## config.mk

```make
export PLATFORM = sky130hd
export DESIGN_NAME = bp_initiator
export DESIGN_NICKNAME = d
export VERILOG_FILES = /design/src/rtl/bp_initiator.sv
export SDC_FILE = /design/constraint.sdc
export NUM_CORES = 1
export LEC_CHECK = 0
export ABC_AREA = 1
export CORE_MARGIN = 5
export CORE_UTILIZATION = 43
export DETAILED_ROUTE_END_ITERATION = 6
export GPL_TIMING_DRIVEN = 0
export PLACE_DENSITY = 0.69
export RECOVER_POWER = 50
export SYNTH_ARGS = -nofsm -noshare
export SYNTH_HDL_FRONTEND = slang
export SYNTH_SLANG_ARGS = --single-unit
```

## constraint.sdc

```tcl
create_clock -name i_clk -period 1.8 [get_ports i_clk]
set_input_delay 0.18 -clock i_clk [delete_from_list [all_inputs] [get_ports i_clk]]
set_output_delay 0.18 -clock i_clk [all_outputs]
set_load 0.03 [all_outputs]
```

## src/rtl/bp_initiator.sv

```systemverilog
// rtl/bp_initiator.sv - BytePipe initiator: request to command byte stream, responses to local consumer
//
// Ports:
//   i_clk, i_rst        clock, synchronous active-high reset
//   i_cg                clock-gate enable; 0 holds all state and blocks every handshake
//   i_req_*, o_req_ready  transaction request (wr, 7b addr, len = extra beats)
//   i_wrdata*, o_wrdata_ready  write data stream, passed straight onto the link in WDATA
//   o_rsp_*, i_rsp_ready  response bytes to the local consumer, o_rsp_last marks the final byte
//   o_bp_*, i_bp_ready    BytePipe bytes towards the responder
//   i_bp_*, o_bp_ready    BytePipe bytes from the responder
//   o_busy              FSM not IDLE
//   o_timeout           sticky response-timeout flag, cleared by reset or the next accepted request
module bp_initiator #(
    parameter int TIMEOUT_W         = 16,
    parameter bit DISCARD_SETUP_RSP = 1'b1
) (
    input  logic       i_clk,
    input  logic       i_rst,
    input  logic       i_cg,
    input  logic       i_req_valid,
    output logic       o_req_ready,
    input  logic       i_req_wr,
    input  logic [6:0] i_req_addr,
    input  logic [7:0] i_req_len,
    input  logic [7:0] i_wrdata,
    input  logic       i_wrdata_valid,
    output logic       o_wrdata_ready,
    output logic [7:0] o_rsp_data,
    output logic       o_rsp_valid,
    output logic       o_rsp_last,
    input  logic       i_rsp_ready,
    output logic [7:0] o_bp_data,
    output logic       o_bp_valid,
    input  logic       i_bp_ready,
    input  logic [7:0] i_bp_data,
    input  logic       i_bp_valid,
    output logic       o_bp_ready,
    output logic       o_busy,
    output logic       o_timeout
);

    typedef enum logic [2:0] {
        IDLE,
        SETUP_CMD,
        SETUP_DAT,
        SETUP_RSP,
        CMD,
        WDATA,
        RSP
    } stateT;

    // The timeout fires on the idle cycle that would take the counter to
    // all-ones, i.e. after exactly 2^TIMEOUT_W-1 idle cycles.
    localparam logic [TIMEOUT_W-1:0] TO_FIRE = ~(TIMEOUT_W'(1));

    stateT                state;
    logic                 reqWr;
    logic [6:0]           reqAddr;
    logic [7:0]           reqLen;
    logic [7:0]           beatCnt;
    logic [TIMEOUT_W-1:0] toCnt;
    logic                 timeoutReg;

    logic [7:0] bpData;
    logic       bpValid;
    logic       bpReady;
    logic [7:0] rspData;
    logic       rspValid;
    logic       rspLast;
    logic       wrdataReady;

    logic       rspState;
    logic       bpFire;
    logic       rspFire;
    logic       toExpire;

    // Output decode: fixed bytes in command states, zero-latency
    // pass-through in WDATA and the response states.
    always_comb begin
        bpData      = 8'h00;
        bpValid     = 1'b0;
        bpReady     = 1'b0;
        rspData     = 8'h00;
        rspValid    = 1'b0;
        rspLast     = 1'b0;
        wrdataReady = 1'b0;
        case (state)
            SETUP_CMD: begin
                bpData  = 8'h80;
                bpValid = 1'b1;
            end
            SETUP_DAT: begin
                bpData  = reqLen;
                bpValid = 1'b1;
            end
            SETUP_RSP: begin
                if (DISCARD_SETUP_RSP) begin
                    bpReady = 1'b1;
                end else begin
                    bpReady  = i_rsp_ready;
                    rspData  = i_bp_data;
                    rspValid = i_bp_valid;
                end
            end
            CMD: begin
                bpData  = {reqWr, reqAddr};
                bpValid = 1'b1;
            end
            WDATA: begin
                bpData      = i_wrdata;
                bpValid     = i_wrdata_valid;
                wrdataReady = i_bp_ready;
            end
            RSP: begin
                rspData  = i_bp_data;
                rspValid = i_bp_valid;
                bpReady  = i_rsp_ready;
                // Writes reach RSP with beatCnt already 0, so one byte is last.
                rspLast  = (beatCnt == 8'd0);
            end
            default: ;
        endcase
        if (!i_cg) begin
            bpValid     = 1'b0;
            bpReady     = 1'b0;
            rspValid    = 1'b0;
            rspLast     = 1'b0;
            wrdataReady = 1'b0;
        end
    end

    assign rspState = (state == SETUP_RSP) || (state == RSP);
    assign bpFire   = bpValid && i_bp_ready;
    assign rspFire  = bpReady && i_bp_valid;
    // Only a silent link counts; a byte held by i_rsp_ready=0 is not idle.
    assign toExpire = rspState && !i_bp_valid && (toCnt == TO_FIRE);

    always_ff @(posedge i_clk) begin
        if (i_rst) begin
            state      <= IDLE;
            reqWr      <= 1'b0;
            reqAddr    <= 7'd0;
            reqLen     <= 8'd0;
            beatCnt    <= 8'd0;
            toCnt      <= '0;
            timeoutReg <= 1'b0;
        end else if (i_cg) begin
            if (rspState) begin
                if (rspFire) begin
                    toCnt <= '0;
                end else if (!i_bp_valid) begin
                    toCnt <= toExpire ? '0 : toCnt + 1'b1;
                end
            end
            if (toExpire) begin
                timeoutReg <= 1'b1;
                state      <= IDLE;
            end else begin
                case (state)
                    IDLE: begin
                        if (i_req_valid) begin
                            reqWr      <= i_req_wr;
                            reqAddr    <= i_req_addr;
                            reqLen     <= i_req_len;
                            beatCnt    <= 8'd0;
                            toCnt      <= '0;
                            timeoutReg <= 1'b0;
                            state      <= (i_req_len != 8'd0) ? SETUP_CMD : CMD;
                        end
                    end
                    SETUP_CMD: if (i_bp_ready) state <= SETUP_DAT;
                    SETUP_DAT: if (i_bp_ready) state <= SETUP_RSP;
                    SETUP_RSP: if (rspFire) state <= CMD;
                    CMD: begin
                        if (i_bp_ready) begin
                            beatCnt <= reqLen;
                            state   <= reqWr ? WDATA : RSP;
                        end
                    end
                    WDATA: begin
                        // Decide on the pre-decrement value so len=255 gives 256 beats.
                        if (bpFire) begin
                            if (beatCnt == 8'd0) state <= RSP;
                            else beatCnt <= beatCnt - 8'd1;
                        end
                    end
                    RSP: begin
                        if (rspFire) begin
                            if (beatCnt == 8'd0) state <= IDLE;
                            else beatCnt <= beatCnt - 8'd1;
                        end
                    end
                    default: state <= IDLE;
                endcase
            end
        end
    end

    assign o_req_ready    = (state == IDLE) && i_cg;
    assign o_wrdata_ready = wrdataReady;
    assign o_rsp_data     = rspData;
    assign o_rsp_valid    = rspValid;
    assign o_rsp_last     = rspLast;
    assign o_bp_data      = bpData;
    assign o_bp_valid     = bpValid;
    assign o_bp_ready     = bpReady;
    assign o_busy         = (state != IDLE);
    assign o_timeout      = timeoutReg;

endmodule

```

==> results of run 1 <==
[sequential cells by signal, summed over array words and instances (netlist names)]
signal	cells
toCnt	16
beatCnt	8
reqLen	8
reqAddr	7
state	3
o_timeout	1
reqWr	1
[where the power goes]
part	internal [mW]	total, mW	switching, mW	leakage [nW]
combinational	1.18	3.13	1.95	1.35
sequential	1.18	1.34	0.151	0.360
clock	0.314	0.657	0.343	0.0455
[worst max path at each step]
stage	slack, ns	end
after floorplan	0.02	o_wrdata_ready
after global placement	-0.52	o_bp_ready
after detailed placement	-0.51	o_bp_ready
after CTS	-0.006	o_bp_data[0]
after global routing	-0.02	toCnt[13]
final	0.03	o_bp_data[0]
[cell usage in the layout, fill, tap and decap left out, types with 8 or more instances in the layout]
cell,n
inv_1,69
nand3_1,33
nand3_2,8
clkbuf_2,8
nor2_1,60
clkdlybuf4s50_1,37
buf_4,22
o21ai_0,22
a21oi_1,38
nand2_1,111
dfxtp_1,42
[cell type report]
type	count	area [sq um]	area share, %
multi-input cells	349	1880	46.3
inverters	79	307	7.54
flip-flops and latches	44	886	21.8
clock buffers	8	90.1	2.22
well taps	99	124	3.05
plain buffers	16	114	2.80
repair buffers	73	662	16.3
[repair_timing]
item                                    CTS  global route
endpoints found under the setup margin   23            33
setup buffers                             0            12
pin swaps                                 0             4
gates resized for setup                 103            46
[kinds of logic after synthesis]
family	count (synthesis)	share of synthesized area [%]
adders and majority gates	4	1.62
and+or+nand+nor	255	39.8
buffers and inverters	95	12.8
xor gates and xnor gates	7	1.98
DFF	44	28.5
AOI/OAI and AO/OA	83	15.3
[worst register-to-register path, cell delays in order (launching register included)]
cell and delay (ns):
dfxtp_1 0.33, buf_6 0.15, inv_4 0.07, nand2_1 0.15, nand3_4 0.15, nor2_1 0.33
nand2_1 0.12, xor2_1 0.16, nand2_1 0.05, a21oi_1 0.05
[metrics by stage]
| step | instances | worst slack, ns | utilization (%) |
|---|---|---|---|
| after global routing | 668 | -0.0174 | 56.9 |
| after CTS | 656 | -0.00591 | 54.7 |
| final | 668 | 0.0348 | 56.9 |
| after global placement | 648 | -0.521 | 53.7 |
| after detailed placement | 648 | -0.509 | 53.7 |
| after floorplan | 488 | 0.0156 | - |
[routing by layer]
| layer | wire length, um | track usage, % | up-vias |
|---|---|---|---|
| met5 | 0 | 0 | - |
| met4 | 83 | 4.81 | 0 |
| met3 | 576 | 3.51 | 6 |
| met2 | 4100 | 33.6 | 116 |
| met1 | 4040 | 26.0 | 1496 |
| li1 | - | - | 1723 |
==> summary.md, run 1 <==
| Metric | Value |
|---|---|
| Status | `finished clean` |
| Via count | `3341` |
| Fill count | `732` |
| Pre-Repair DR Iteration Count | `5` |
| Final Hold Fails | `0` |
| Layout cell share with drive strength beyond 1 | `18.3%` |
| R2r startpoint | `state[2]` |
| Asr flop ratio synth | `0%` |
| Post-synth top cells | `nand2_1 (113), inv_1 (72), nor2_1 (62)` |
| Largest area contributor in the netlist | `dfxtp_1` |
| Hpwl dp | `6730 um` |
| Pins over their slew limit | `0` |
| Vias per inst | `5.00` |
| Clock root buffer | `clkbuf_8` |
| Core Rows | `31` |
| Critical Path RT | `1.62 ns` |
| Num CTS Buffers | `5` |
| Vias in the first global route | `3009` |
| Reg2Reg Depth | `9` |
| Clock transition at path regs | `0.09 ns` |
| Diode count | `0` |
| Largest net degree at the start of global routing | `13` |
| Slowest stage delay, CP | `0.31 ns` |
| Fin crit share | `98.1%` |
| Layout area overhead | `31.5%` |
| Fmax | `0.567 GHz` |
| Grt ovf | `0` |
| CP max stage cell | `dfxtp_1` |
| RD Place Congestion | `0.909` |
| Drt wl/cell | `13.2 um` |
| RSZ-0062 raised after global routing | `true` |
| Nets | `612` |
| Synth top area share | `28.5%` |
| Ports | `64` |
| Placed Area | `0.00383 sq mm` |
| Clk Latency, worst-skew pair | `0.30 ns` |
| Critical Path, Cell by Cell | `buf_6 -> nor2_4 -> nand2_4 -> buf_8 -> o221ai_1 -> buf_4` |
| Cts hold-fix bufs | `0` |
| Worst path bufs/invs | `3` |
| Arr. time, crit path | `1.59 ns` |
| Library cells used by synthesis | `35` |
| #FFs+latches synth | `44` |
| Post-Syn Instances | `488` |
| CP Max Fanout | `10` |
| Worst hold path depth | `2` |
| First-pass GRT wire length | `14300 um` |
| CP top delay family | `buffers and inverters` |
| Register area share after synthesis | `28.5%` |
| Peak supply drop | `0.000778 V` |
| Crit path kind | `reg -> out` |
| Slew headroom | `64.4%` |
| Fin Setup TNS | `0 ns` |
| Min Tclk post-route | `1.77 ns` |
| Die height | `94.8 um` |
| Final instance area | `0.00406 sq mm` |
| DRC errors left | `0` |
| Critical Path Stages | `6` |
| Leakage | `1.76 nW` |
| Crit path from | `state[1]` |
| Count leader, synth | `nand2_1` |
| Max H-tree Level | `2` |
| Post-Syn Area | `0.00309 sq mm` |
| Number of synthesized flops with an enable pin | `0` |
| R2R Path End | `toCnt[5]` |
| CORE AREA | `0.00714 sq mm` |
| Initial DRC count | `138` |
| Kind of start point of the critical path | `flip-flop` |
| R2R setup slack | `0.11 ns` |
| Post-Syn Area per Cell | `6.33 sq um` |
| CTS tree | `yes` |
| Maximum clock insertion buffer count | `2` |
| Power per cell area | `1260 mW/mm^2` |
| Worst hold start | `i_rst` |
| Post-route ant nets | `0` |
| Initial Utilization | `43.3%` |
| CP Capture Type | `output port` |
| WHS | `0.290 ns` |
| Final setup fails | `0` |
| Die ar. | `0.00898 sq mm` |
| Mapped Nets | `532` |
| Hold path endpoint | `toCnt[7]` |
| Tot GR Track Use | `19.8%` |
| Syn. warnings | `0` |
| PortBufs | `61` |
| Worst hold path type | `in -> reg` |
| Main flop type after synthesis | `dfxtp_1` |
| Total of max-cap violations | `0` |
| Overall power | `5.12 mW` |
| Clock Sink Count | `44` |
| Die width | `94.8 um` |
| Pin slew with the least headroom to its limit | `0.534 ns` |
| Total Wirelength | `8800 um` |
| Skew final | `0.0160 ns` |
| Initial antenna violation count | `0` |
| Synth top area cells | `dfxtp_1 (29%), nand2_1 (14%), inv_1 (8.7%), nor2_1 (7.5%), a21oi_1 (6.2%)` |
(Power assumes the default switching activity.)
==> run 2, diff against run 1 <==
--- a/config.mk
+++ b/config.mk
@@ -11,7 +11,7 @@
 export DETAILED_ROUTE_END_ITERATION = 6
 export GPL_TIMING_DRIVEN = 0
 export PLACE_DENSITY = 0.69
-export RECOVER_POWER = 50
+export RECOVER_POWER = 100
 export SYNTH_ARGS = -nofsm -noshare
 export SYNTH_HDL_FRONTEND = slang
 export SYNTH_SLANG_ARGS = --single-unit
==> results of run 2 <==
No change in the layout: final DEF, timing and power equal those of run 1.
==> run 3, diff against run 2 <==
--- a/config.mk
+++ b/config.mk
@@ -8,6 +8,7 @@
 export ABC_AREA = 1
 export CORE_MARGIN = 5
 export CORE_UTILIZATION = 43
+export CTS_BUF_LIST = sky130_fd_sc_hd__clkbuf_4
 export DETAILED_ROUTE_END_ITERATION = 6
 export GPL_TIMING_DRIVEN = 0
 export PLACE_DENSITY = 0.69
==> run 3 against run 2 <==
Against the previous run:
- via count fell by 1.3%
- fmax fell by 1.9%
- cell count is 0.45% lower
- combinational power increased by 4%
- critical path depth did not move
- first-iteration DRC count is the same
- utilization increased by 0.58 points
- die area stayed put
- global-route usage increased by 0.26 points
- sequential share of layout area is 0.097 points lower
- critical endpoint is now o_bp_valid
==> summary.md, run 3 (synthesis gave the netlist of run 1 again) <==
| Metric | Value |
|---|---|
| Status | `finished clean` |
| Worst hold path type | `in -> reg` |
| Most frequent cells in the layout | `nand2_1 (111), inv_1 (69), nor2_1 (58)` |
| Clk Latency, worst-skew pair | `0.37 ns` |
| Layout cell share with drive strength beyond 1 | `19.8%` |
| Overall power | `5.10 mW` |
| Fin crit share | `99.9%` |
| Pre-Repair DR Iteration Count | `5` |
| Diode count | `0` |
| Fill count | `724` |
| Nets | `609` |
| Via count | `3299` |
| Commonest non-fill, non-tap cell in the layout | `nand2_1` |
| RSZ-0062 raised after global routing | `true` |
| Layout area overhead | `32.8%` |
| Clock transition at path regs | `0.15 ns` |
| Kind of start point of the critical path | `flip-flop` |
| Skew final | `0.0231 ns` |
| Clock Sink Count | `44` |
| CTS tree | `yes` |
| CORE AREA | `0.00714 sq mm` |
| Clock root buffer | `clkbuf_4` |
| Total of max-cap violations | `0` |
| Slew headroom | `63.6%` |
| Core Rows | `31` |
| Pin slew with the least headroom to its limit | `0.546 ns` |
| Initial Utilization | `43.3%` |
| Leakage | `1.75 nW` |
| Vias in the first global route | `3063` |
| First-pass GRT wire length | `14500 um` |
| Vias per inst | `4.96` |
| Cts hold-fix bufs | `0` |
| Arr. time, crit path | `1.62 ns` |
| Placed cells | `648` |
| Max reg flops | `16` |
| DRC errors left | `0` |
| Die height | `94.8 um` |
| Hpwl dp | `6730 um` |
| Num CTS Buffers | `5` |
| Biggest regs | `toCnt x16, beatCnt x8, reqLen x8` |
| Initial DRC count | `138` |
| Total Wirelength | `8790 um` |
| Largest net degree at the start of global routing | `13` |
| Min Tclk post-route | `1.80 ns` |
| Final setup fails | `0` |
| R2R setup slack | `0.06 ns` |
| Fin Setup TNS | `0 ns` |
| Maximum clock insertion buffer count | `2` |
| Initial antenna violation count | `0` |
| Final Hold Fails | `0` |
| Pins over their slew limit | `0` |
| Top reg by flops | `toCnt` |
| Drt wl/cell | `13.2 um` |
| Final Core Density | `57.5%` |
| Peak supply drop | `0.000746 V` |
| CP Max Fanout | `9` |
| Tot GR Track Use | `20.1%` |
| Max H-tree Level | `2` |
| Critical Path RT | `1.62 ns` |
| Fmax | `0.556 GHz` |
| Post-route ant nets | `0` |
| Ports | `64` |
| Die width | `94.8 um` |
| Final Non-Filler Cells | `665` |
| Crit path kind | `reg -> out` |
| Dpl ws | `-0.509 ns` |
| CP Capture Type | `output port` |
| RD Place Congestion | `0.909` |
| Power per cell area | `1240 mW/mm^2` |
| Grt ovf | `0` |
| Die ar. | `0.00898 sq mm` |
| PortBufs | `61` |
| Final WS setup | `0.00107 ns` |
==> run 3: changes by cell type in the layout (fill, tap and decap cells not counted), sizes merged <==
cell and delta:
buf -3, clkbuf +2, clkdlybuf4s15 -3, clkdlybuf4s50 +1, clkinv +1, dlymetal6s2s -1
==> run 3: through the flow <==
step | area, sq um | hold WS [ns]
6_report | 4110 | 0.211
5_1_grt | 4110 | 0.245
4_1_cts | 3950 | 0.213
3_5_place_dp | 3830 | 0.454
3_3_place_gp | 3830 | 0.439
2_1_floorplan | 3100 | 0.340
==> run 3: power by group <==
part           leakage, nW  switching, mW  internal, mW
Sequential           0.361          0.157          1.19
Clock               0.0338          0.332         0.181
Combinational         1.36           2.02          1.22
Total                 1.75           2.51          2.59
==> run 3: cell type report <==
class                   instances  area (sq um)  share of cell area (%)
multi-input cells             349          1970                    47.9
flip-flops and latches         44           891                    21.7
repair buffers                 70           633                    15.4
inverters                      79           312                    7.59
well taps                      99           124                    3.02
plain buffers                  16           123                    2.99
clock buffers                   7          52.6                    1.28
clock inverters                 1          3.75                  0.0914
==> run 3: path summary, 6_finish.rpt <==
path | cells after the start | startpoint | end
worst max-delay path | 6 | state[1] | o_bp_valid
worst min-delay path | 2 | i_rst | toCnt[7]
worst min register to register | 2 | o_timeout | o_timeout
worst max register to register | 11 | state[2] | beatCnt[2]
==> run 3: repair_timing <==
item	in CTS	in global routing
pin swaps	3	4
gates resized for setup	112	62
endpoints found under the setup margin	23	33
buffers inserted	6	3
==> run 3: per-layer routing <==
metal  GRT usage, %  vias up  part of all wire (%)
met5              0        -                     0
met4           5.29        0                   1.2
met3           3.67        9                   5.9
met2           34.1       78                    47
met1           26.1     1497                    46
li1               -     1715                     -
==> run 3: worst max-delay path, stage by stage (launching register included) <==
cell and delay [ns]:
dfxtp_2 0.34, buf_6 0.14, nor2_4 0.13, nand2_4 0.09, clkbuf_16 0.19, a31oi_2 0.18
buf_4 0.18
